### src/rtl/multi_vc_input_buffer_if.sv
// Link-side and allocator-side signals of the multi-VC input buffer.
// The master drives flits, reads and grants; the slave is the buffer.
interface multi_vc_input_buffer_if #(
  parameter int VC_NUM = 2,
  parameter int DATA_W = 32,
  parameter int PORT_W = 3
);
  localparam int VC_W = $clog2(VC_NUM);

  logic                     wr_en_i;
  logic [VC_W-1:0]          wr_vc_i;
  logic [1:0]               wr_label_i;
  logic [DATA_W-1:0]        wr_data_i;
  logic [PORT_W-1:0]        wr_port_i;
  logic                     rd_en_i;
  logic [VC_W-1:0]          rd_vc_i;
  logic [VC_NUM-1:0]        va_grant_i;
  logic [VC_NUM*VC_W-1:0]   va_vc_i;
  logic [1:0]               rd_label_o;
  logic [DATA_W-1:0]        rd_data_o;
  logic [VC_W-1:0]          rd_vc_o;
  logic [VC_NUM*PORT_W-1:0] out_port_o;
  logic [VC_NUM-1:0]        va_req_o;
  logic [VC_NUM-1:0]        sa_req_o;
  logic [VC_NUM-1:0]        empty_o;
  logic [VC_NUM-1:0]        full_o;
  logic [VC_NUM-1:0]        on_off_o;
  logic [VC_NUM-1:0]        err_o;

  modport master (
    output wr_en_i, wr_vc_i, wr_label_i,
    output wr_data_i, wr_port_i,
    output rd_en_i, rd_vc_i,
    output va_grant_i, va_vc_i,
    input  rd_label_o, rd_data_o, rd_vc_o,
    input  out_port_o, va_req_o, sa_req_o,
    input  empty_o, full_o, on_off_o, err_o
  );

  modport slave (
    input  wr_en_i, wr_vc_i, wr_label_i,
    input  wr_data_i, wr_port_i,
    input  rd_en_i, rd_vc_i,
    input  va_grant_i, va_vc_i,
    output rd_label_o, rd_data_o, rd_vc_o,
    output out_port_o, va_req_o, sa_req_o,
    output empty_o, full_o, on_off_o, err_o
  );
endinterface

### src/rtl/multi_vc_input_buffer.sv
// Input-port storage: one circular flit FIFO per VC, each with
// its own IDLE/VA/SA packet FSM, route, downstream VC and error flag.
module multi_vc_input_buffer #(
  parameter int VC_NUM         = 2,
  parameter int BUFFER_SIZE    = 8,
  parameter int PIPELINE_DEPTH = 5,
  parameter int DATA_W         = 32,
  parameter int PORT_W         = 3
) (
  input logic clk,
  input logic rst,
  multi_vc_input_buffer_if.slave bus
);
  localparam int VC_W  = $clog2(VC_NUM);
  localparam int PTR_W = $clog2(BUFFER_SIZE);
  localparam int CNT_W = PTR_W + 1;
  localparam logic [CNT_W-1:0] FULL_CNT =
    CNT_W'(BUFFER_SIZE);
  localparam logic [CNT_W-1:0] ON_CNT =
    CNT_W'(BUFFER_SIZE - PIPELINE_DEPTH);

  localparam logic [1:0] L_HEAD = 2'd0;
  localparam logic [1:0] L_TAIL = 2'd2;
  localparam logic [1:0] L_HT   = 2'd3;

  typedef enum logic [1:0] {IDLE, VA, SA} state_e;

  logic [1:0]        lbl_q [VC_NUM][BUFFER_SIZE];
  logic [DATA_W-1:0] dat_q [VC_NUM][BUFFER_SIZE];
  logic [PORT_W-1:0] prt_q [VC_NUM][BUFFER_SIZE];

  logic [PTR_W-1:0]  rp_q    [VC_NUM];
  logic [PTR_W-1:0]  rp_d    [VC_NUM];
  logic [PTR_W-1:0]  wp_q    [VC_NUM];
  logic [PTR_W-1:0]  wp_d    [VC_NUM];
  logic [CNT_W-1:0]  cnt_q   [VC_NUM];
  logic [CNT_W-1:0]  cnt_d   [VC_NUM];
  state_e            st_q    [VC_NUM];
  state_e            st_d    [VC_NUM];
  logic [PORT_W-1:0] route_q [VC_NUM];
  logic [PORT_W-1:0] route_d [VC_NUM];
  logic [VC_W-1:0]   dvc_q   [VC_NUM];
  logic [VC_W-1:0]   dvc_d   [VC_NUM];
  logic [1:0]        front   [VC_NUM];

  logic [VC_NUM-1:0] err_q, err_d;
  logic [VC_NUM-1:0] wr_hit, rd_hit;
  logic [VC_NUM-1:0] wr_ok, rd_ok;
  logic [VC_NUM-1:0] empty, full;

  always_comb begin
    for (int v = 0; v < VC_NUM; v++) begin
      empty[v]  = cnt_q[v] == '0;
      full[v]   = cnt_q[v] == FULL_CNT;
      front[v]  = lbl_q[v][rp_q[v]];
      wr_hit[v] = bus.wr_en_i &&
                  bus.wr_vc_i == VC_W'(v);
      rd_hit[v] = bus.rd_en_i &&
                  bus.rd_vc_i == VC_W'(v);
      wr_ok[v]  = wr_hit[v] && !full[v];
      rd_ok[v]  = rd_hit[v] && !empty[v] &&
                  st_q[v] == SA;
      wp_d[v]   = wr_ok[v] ? wp_q[v] + PTR_W'(1)
                           : wp_q[v];
      rp_d[v]   = rd_ok[v] ? rp_q[v] + PTR_W'(1)
                           : rp_q[v];
      cnt_d[v]  = cnt_q[v] + CNT_W'(wr_ok[v])
                           - CNT_W'(rd_ok[v]);
      err_d[v]  = err_q[v] |
                  (wr_hit[v] & full[v]) |
                  (rd_hit[v] & ~rd_ok[v]);
      st_d[v]    = st_q[v];
      route_d[v] = route_q[v];
      dvc_d[v]   = dvc_q[v];
      unique case (st_q[v])
        IDLE: if (!empty[v]) begin
          if (front[v] == L_HEAD ||
              front[v] == L_HT) begin
            st_d[v]    = VA;
            route_d[v] = prt_q[v][rp_q[v]];
          end else begin
            // stray BODY/TAIL: flag it, wait for reset
            err_d[v] = 1'b1;
          end
        end
        VA: if (bus.va_grant_i[v]) begin
          st_d[v]  = SA;
          dvc_d[v] = bus.va_vc_i[v*VC_W +: VC_W];
        end
        SA: if (rd_ok[v] &&
                (front[v] == L_TAIL ||
                 front[v] == L_HT)) begin
          st_d[v] = IDLE;
        end
        default: st_d[v] = IDLE;
      endcase
    end
  end

  always_ff @(posedge clk) begin
    if (!rst) begin
      err_q <= '0;
      for (int v = 0; v < VC_NUM; v++) begin
        rp_q[v]    <= '0;
        wp_q[v]    <= '0;
        cnt_q[v]   <= '0;
        st_q[v]    <= IDLE;
        route_q[v] <= '0;
        dvc_q[v]   <= '0;
      end
    end else begin
      err_q <= err_d;
      for (int v = 0; v < VC_NUM; v++) begin
        rp_q[v]    <= rp_d[v];
        wp_q[v]    <= wp_d[v];
        cnt_q[v]   <= cnt_d[v];
        st_q[v]    <= st_d[v];
        route_q[v] <= route_d[v];
        dvc_q[v]   <= dvc_d[v];
      end
    end
  end

  always_ff @(posedge clk) begin
    for (int v = 0; v < VC_NUM; v++) begin
      if (wr_ok[v]) begin
        lbl_q[v][wp_q[v]] <= bus.wr_label_i;
        dat_q[v][wp_q[v]] <= bus.wr_data_i;
        prt_q[v][wp_q[v]] <= bus.wr_port_i;
      end
    end
  end

  always_comb begin
    bus.rd_label_o = front[bus.rd_vc_i];
    bus.rd_data_o  =
      dat_q[bus.rd_vc_i][rp_q[bus.rd_vc_i]];
    bus.rd_vc_o    = dvc_q[bus.rd_vc_i];
    bus.empty_o    = empty;
    bus.full_o     = full;
    bus.err_o      = err_q;
    bus.out_port_o = '0;
    bus.va_req_o   = '0;
    bus.sa_req_o   = '0;
    bus.on_off_o   = '0;
    for (int v = 0; v < VC_NUM; v++) begin
      bus.out_port_o[v*PORT_W +: PORT_W] = route_q[v];
      bus.va_req_o[v] = st_q[v] == VA;
      bus.sa_req_o[v] = st_q[v] == SA && !empty[v];
      bus.on_off_o[v] = cnt_q[v] < ON_CNT;
    end
  end
endmodule

### src/flat_wrapper.sv
// flat-port wrapper written by rule: the top's interface ports become plain ports
module multi_vc_input_buffer_flat 
#(
  parameter int VC_NUM         = 2,
  parameter int BUFFER_SIZE    = 8,
  parameter int PIPELINE_DEPTH = 5,
  parameter int DATA_W         = 32,
  parameter int PORT_W         = 3
)
  (clk, rst, bus_wr_en_i, bus_wr_vc_i, bus_wr_label_i, bus_wr_data_i, bus_wr_port_i, bus_rd_en_i, bus_rd_vc_i, bus_va_grant_i, bus_va_vc_i, bus_rd_label_o, bus_rd_data_o, bus_rd_vc_o, bus_out_port_o, bus_va_req_o, bus_sa_req_o, bus_empty_o, bus_full_o, bus_on_off_o, bus_err_o);
  multi_vc_input_buffer_if #(.VC_NUM(VC_NUM), .DATA_W(DATA_W), .PORT_W(PORT_W)) bus_i ();
  input logic clk;
  input logic rst;
  input wire logic [$bits(bus_i.wr_en_i)-1:0] bus_wr_en_i;
  input wire logic [$bits(bus_i.wr_vc_i)-1:0] bus_wr_vc_i;
  input wire logic [$bits(bus_i.wr_label_i)-1:0] bus_wr_label_i;
  input wire logic [$bits(bus_i.wr_data_i)-1:0] bus_wr_data_i;
  input wire logic [$bits(bus_i.wr_port_i)-1:0] bus_wr_port_i;
  input wire logic [$bits(bus_i.rd_en_i)-1:0] bus_rd_en_i;
  input wire logic [$bits(bus_i.rd_vc_i)-1:0] bus_rd_vc_i;
  input wire logic [$bits(bus_i.va_grant_i)-1:0] bus_va_grant_i;
  input wire logic [$bits(bus_i.va_vc_i)-1:0] bus_va_vc_i;
  output wire logic [$bits(bus_i.rd_label_o)-1:0] bus_rd_label_o;
  output wire logic [$bits(bus_i.rd_data_o)-1:0] bus_rd_data_o;
  output wire logic [$bits(bus_i.rd_vc_o)-1:0] bus_rd_vc_o;
  output wire logic [$bits(bus_i.out_port_o)-1:0] bus_out_port_o;
  output wire logic [$bits(bus_i.va_req_o)-1:0] bus_va_req_o;
  output wire logic [$bits(bus_i.sa_req_o)-1:0] bus_sa_req_o;
  output wire logic [$bits(bus_i.empty_o)-1:0] bus_empty_o;
  output wire logic [$bits(bus_i.full_o)-1:0] bus_full_o;
  output wire logic [$bits(bus_i.on_off_o)-1:0] bus_on_off_o;
  output wire logic [$bits(bus_i.err_o)-1:0] bus_err_o;
  assign bus_i.wr_en_i = bus_wr_en_i;
  assign bus_i.wr_vc_i = bus_wr_vc_i;
  assign bus_i.wr_label_i = bus_wr_label_i;
  assign bus_i.wr_data_i = bus_wr_data_i;
  assign bus_i.wr_port_i = bus_wr_port_i;
  assign bus_i.rd_en_i = bus_rd_en_i;
  assign bus_i.rd_vc_i = bus_rd_vc_i;
  assign bus_i.va_grant_i = bus_va_grant_i;
  assign bus_i.va_vc_i = bus_va_vc_i;
  assign bus_rd_label_o = bus_i.rd_label_o;
  assign bus_rd_data_o = bus_i.rd_data_o;
  assign bus_rd_vc_o = bus_i.rd_vc_o;
  assign bus_out_port_o = bus_i.out_port_o;
  assign bus_va_req_o = bus_i.va_req_o;
  assign bus_sa_req_o = bus_i.sa_req_o;
  assign bus_empty_o = bus_i.empty_o;
  assign bus_full_o = bus_i.full_o;
  assign bus_on_off_o = bus_i.on_off_o;
  assign bus_err_o = bus_i.err_o;
  multi_vc_input_buffer #(.VC_NUM(VC_NUM), .BUFFER_SIZE(BUFFER_SIZE), .PIPELINE_DEPTH(PIPELINE_DEPTH), .DATA_W(DATA_W), .PORT_W(PORT_W)) u_core (.clk(clk), .rst(rst), .bus(bus_i));
endmodule
### config.mk
export PLATFORM = sky130hd
export DESIGN_NAME = multi_vc_input_buffer_flat
export DESIGN_NICKNAME = d
export VERILOG_FILES = /design/src/rtl/multi_vc_input_buffer_if.sv /design/src/rtl/multi_vc_input_buffer.sv /design/src/flat_wrapper.sv
export SDC_FILE = /design/constraint.sdc
export NUM_CORES = 1
export LEC_CHECK = 0
export CAP_MARGIN = 25
export CORE_UTILIZATION = 60
export DETAILED_ROUTE_END_ITERATION = 6
export PLACE_DENSITY = 0.88
export SKIP_LAST_GASP = 1
export SYNTH_ARGS = -nofsm -noshare
export SYNTH_HDL_FRONTEND = slang
export SYNTH_SLANG_ARGS = --single-unit
### constraint.sdc
create_clock -name clk -period 6.6 [get_ports clk]
set_clock_uncertainty 0.2 [all_clocks]
set_input_delay 0.66 -clock clk [delete_from_list [all_inputs] [get_ports clk]]
set_output_delay 0.66 -clock clk [all_outputs]
set_load 0.01 [all_outputs]
==> impl_summary.txt <==
----------------------------------------------------
[Run status]
  Result of the run ... finished, final reports clean

[Run]
  Maxcap violations ... 0

[STA]
  # setup viols final ... 0
  Max-slew violations ... 0
  Fraction of the cycle the final worst path needs ... 74.84%
  Worst slew slack as a fraction of its limit ... 39.70%
  Count of final hold-check violations ... 0
  Setup total negative slack ... 0 ns
  Setup repair after global routing missed its margin ... no
  Peak Freq ... 0.2024 GHz
  Shortest clock period the worst path allows after layout ... 4.940 ns
  Worst Max-Slew Pin Slew ... 0.9044 ns
  Worst setup slack after layout ... 1.660 ns

[Layout]
  Most common cell after layout, fill and taps aside ... sky130_fd_sc_hd__edfxtp_1
  Commonest non-fill, non-tap cells in the layout ... sky130_fd_sc_hd__edfxtp_1 (594), sky130_fd_sc_hd__clkdlybuf4s50_1 (98), sky130_fd_sc_hd__nand2_1 (90), sky130_fd_sc_hd__mux2_2 (76), sky130_fd_sc_hd__o221ai_1 (62)
  Inserted Diodes ... 0
  Area growth from synthesis to final layout ... 14.14%
  Non-filler cells in the finished layout ... 2051
  Final #Nets ... 1548
  Layout cell share with drive strength beyond 1 ... 19.40%

[Worst setup path]
  Crit path arrival time ... 4.08 ns
  Critical path fanouts, max ... 66
  Required time of the critical path ... 5.74 ns
  Maximum cell stage delay along the critical path ... 0.76 ns
  Worst path buffer plus inverter count ... 3
  Cell family with most CP delay ... buffers and inverters
  Crit path cell chain ... mux2_4 -> buf_16 -> buf_4 -> nand2_1 -> a32o_1 -> a221oi_1 -> clkdlybuf4s50_1
  Worst-path cell with the longest stage delay ... sky130_fd_sc_hd__dfxtp_1
  Startpoint kind of the worst setup timing path ... flip-flop
  Crit path kind ... reg -> out
  Endpoint type of the worst setup path ... output pin

[Global routing]
  Pin count of the biggest net entering global routing ... 79
  Antenna violations before repair ... 1
  Total Routing Usage GR ... 26.91%
  Number of global-route vias before repair ... 13889
  Wire length of the first global-routing pass ... 82720 um
  Total congestion overflow after global routing ... 0

[Logic synthesis]
  Syn Std Cell Area ... 24690 um^2
  Cells after synthesis ... 1366
  Per-instance average area after synthesis ... 18.07 um^2
  Portion of synthesized cell area occupied by the leading cell type ... 72.26%
  Sequential area share after synthesis ... 74.85%
  Library cell with the largest summed area after synthesis ... sky130_fd_sc_hd__edfxtp_1
  Synth unique cells ... 52
  Number of storage elements in the synthesis netlist ... 626
  Warning count from the yosys run ... 0
  Top area cells in the synthesized netlist ... sky130_fd_sc_hd__edfxtp_1 (72%), sky130_fd_sc_hd__mux4_2 (5.2%), sky130_fd_sc_hd__mux2_2 (3.5%)
  Net count after synthesis ... 1437

[Clocking]
  Post-CTS repair timing setup buffer count ... 0
  TritonCTS clock tree ... built
  H-tree lvl count ... 2
  Clock transition at the register clock pins on the worst setup and hold paths after CTS ... 0.06 ns
  Number of gates given a new drive strength after cts ... 0
  CTS Root Cell ... sky130_fd_sc_hd__clkbuf_16
  Number of buffers added by the clock tree synthesis step ... 57
  Hold-fix buffers at CTS ... 0
  Clock latency at the later pin of the worst-skew pair ... 0.60 ns
  Maximum root-to-sink buffer count ... 3
  Sink count of the clock tree ... 626

[Die]
  Initial core utilization ... 61.43%
  Top-level I/O count ... 100
  Die Outline Area ... 41960 um^2
  Row cnt ... 73
  Die width ... 204.8 um
  Core ar. ... 40190 um^2
  Floorplan die height ... 204.8 um

[Power]
  Static leakage ... 8.864 nW
  Power per cell area ... 297.0 nW/um^2
  Peak supply drop ... 0.0002452 V

[Place]
  Post-place setup slack ... 1.763 ns
  IO buf count ... 99
  Final GP Congestion ... 0.7624
  Placed Cells ... 1938
  Detailed Place HPWL ... 28690 um

[Worst hold path]
  Type of the most critical hold path ... reg -> reg

[Route]
  DRC violation count after routing ... 0
  Remaining antenna violation count after routing ... 0
  Number of DRC violations after detailed-routing iteration 0 ... 1552
  Routed len/inst ... 26.89 um
  DR pass1 iterations ... 5
  Total wire length ... 55160 um
  Total via count after detailed routing ... 13576
  Post-DR vias/cell ... 6.619

----------------------------------------------------
-- logic make-up (layout without fill, tap and decap cells) --
| logic type | after synthesis | count (layout) | share of synthesized area [%] |
|---|---|---|---|
| compound gates | 227 | 227 | 7.334 |
| flops | 626 | 626 | 74.85 |
| simple gates | 212 | 212 | 4.268 |
| buf+inv | 110 | 270 | 2.144 |
| mux | 156 | 156 | 9.736 |
| xor+xnor | 11 | 11 | 0.3903 |
| fa+ha+maj | 24 | 24 | 1.277 |
-- tightest hold or removal path: stages (launching register included) --
cell and delay [ns]:
sky130_fd_sc_hd__dfxtp_1 0.33, sky130_fd_sc_hd__o21ai_0 0.09, sky130_fd_sc_hd__a21oi_1 0.11
-- cell type report --
class / count / area (um^2)
Sequential cell: 626 / 18490
Clock buffer: 74 / 1511
Timing Repair Buffer: 136 / 1336
Inverter: 26 / 97.59
Clock inverter: 34 / 304.0
Fill cell: 2338 / 12010
Multi-Input combinational cell: 630 / 5782
Tap cell: 525 / 656.9
-- metal layers --
layer / global-route usage, % / vias to the layer above / share of wire (%)
met5: 0 / - / 0.025
met1: 35.39 / 6933 / 37
met4: 10.42 / 2 / 2.9
li1: - / 5733 / -
met2: 44.74 / 800 / 50
met3: 5.011 / 108 / 9.3
-- Yosys cell counts (all sizes together) --
master / number
a211oi: 34
a21boi: 7
a21o: 3
a21oi: 12
a221oi: 9
a31oi: 3
a32o: 10
a32oi: 22
and2: 13
and3: 2
buf: 54
clkbuf: 30
clkinv: 1
dfxtp: 32
edfxtp: 594
fa: 2
ha: 22
inv: 25
mux2: 77
mux2i: 21
mux4: 58
nand2: 91
nand2b: 11
nand3: 3
nand4: 1
nor2: 21
nor2b: 48
nor3: 10
nor3b: 3
nor4: 2
nor4b: 3
o211ai: 1
o21a: 3
o21ai: 34
o221a: 21
o221ai: 62
o22ai: 3
o31ai: 1
o32ai: 2
or2: 2
or3b: 2
xnor2: 8
xor2: 3
-- path summary, 6_finish.rpt --
| kind | startpoint | to | slack, ns | depth (start not counted) |
|---|---|---|---|---|
| max | u_core.rp_q[1][2]$_SDFFE_PN0P_ | bus_rd_data_o[21] | 1.66 | 7 |
| min reg2reg | u_core.route_q[0][1]$_SDFFE_PN0P_ | u_core.route_q[0][1]$_SDFFE_PN0P_ | 0.36 | 2 |
| max reg2reg | u_core.rp_q[0][1]$_SDFFE_PN0P_ | u_core.route_q[0][2]$_SDFFE_PN0P_ | 3.22 | 8 |
| min | u_core.route_q[0][1]$_SDFFE_PN0P_ | u_core.route_q[0][1]$_SDFFE_PN0P_ | 0.36 | 2 |
-- state kept, by name, indices dropped and copies added, names as in the netlist --
register and flops:
u_core.st_q 4, u_core.dvc_q 2, u_core.route_q 6, u_core.bus.err_o 2, u_core.lbl_q 32, u_core.rp_q 6
u_core.dat_q 512, u_core.wp_q 6, u_core.cnt_q 8, u_core.prt_q 48
-- stage by stage --
stage / cell area [um^2] / hold WS (ns) / utilization, % / power (mW)
global placement: 26250 / 0.3310 / 65.32 / 5.200
detailed placement: 26250 / 0.3346 / 65.32 / 5.234
global route: 28180 / 0.3889 / 70.11 / 8.604
finish: 28180 / 0.3574 / 70.11 / 8.368
floorplan: 24690 / 0.3044 / - / 4.917
CTS: 28070 / 0.3543 / 69.84 / 8.396
-- report_power, final --
part           switching, mW  total (mW)  internal [mW]  leakage (nW)
combinational          0.346       0.644          0.298          2.36
sequential            0.0500        4.52           4.47          5.63
clock                   1.40        3.21           1.81         0.877
total                   1.79        8.37           6.58          8.86
No activity file was read; power rests on OpenSTA's default activity.
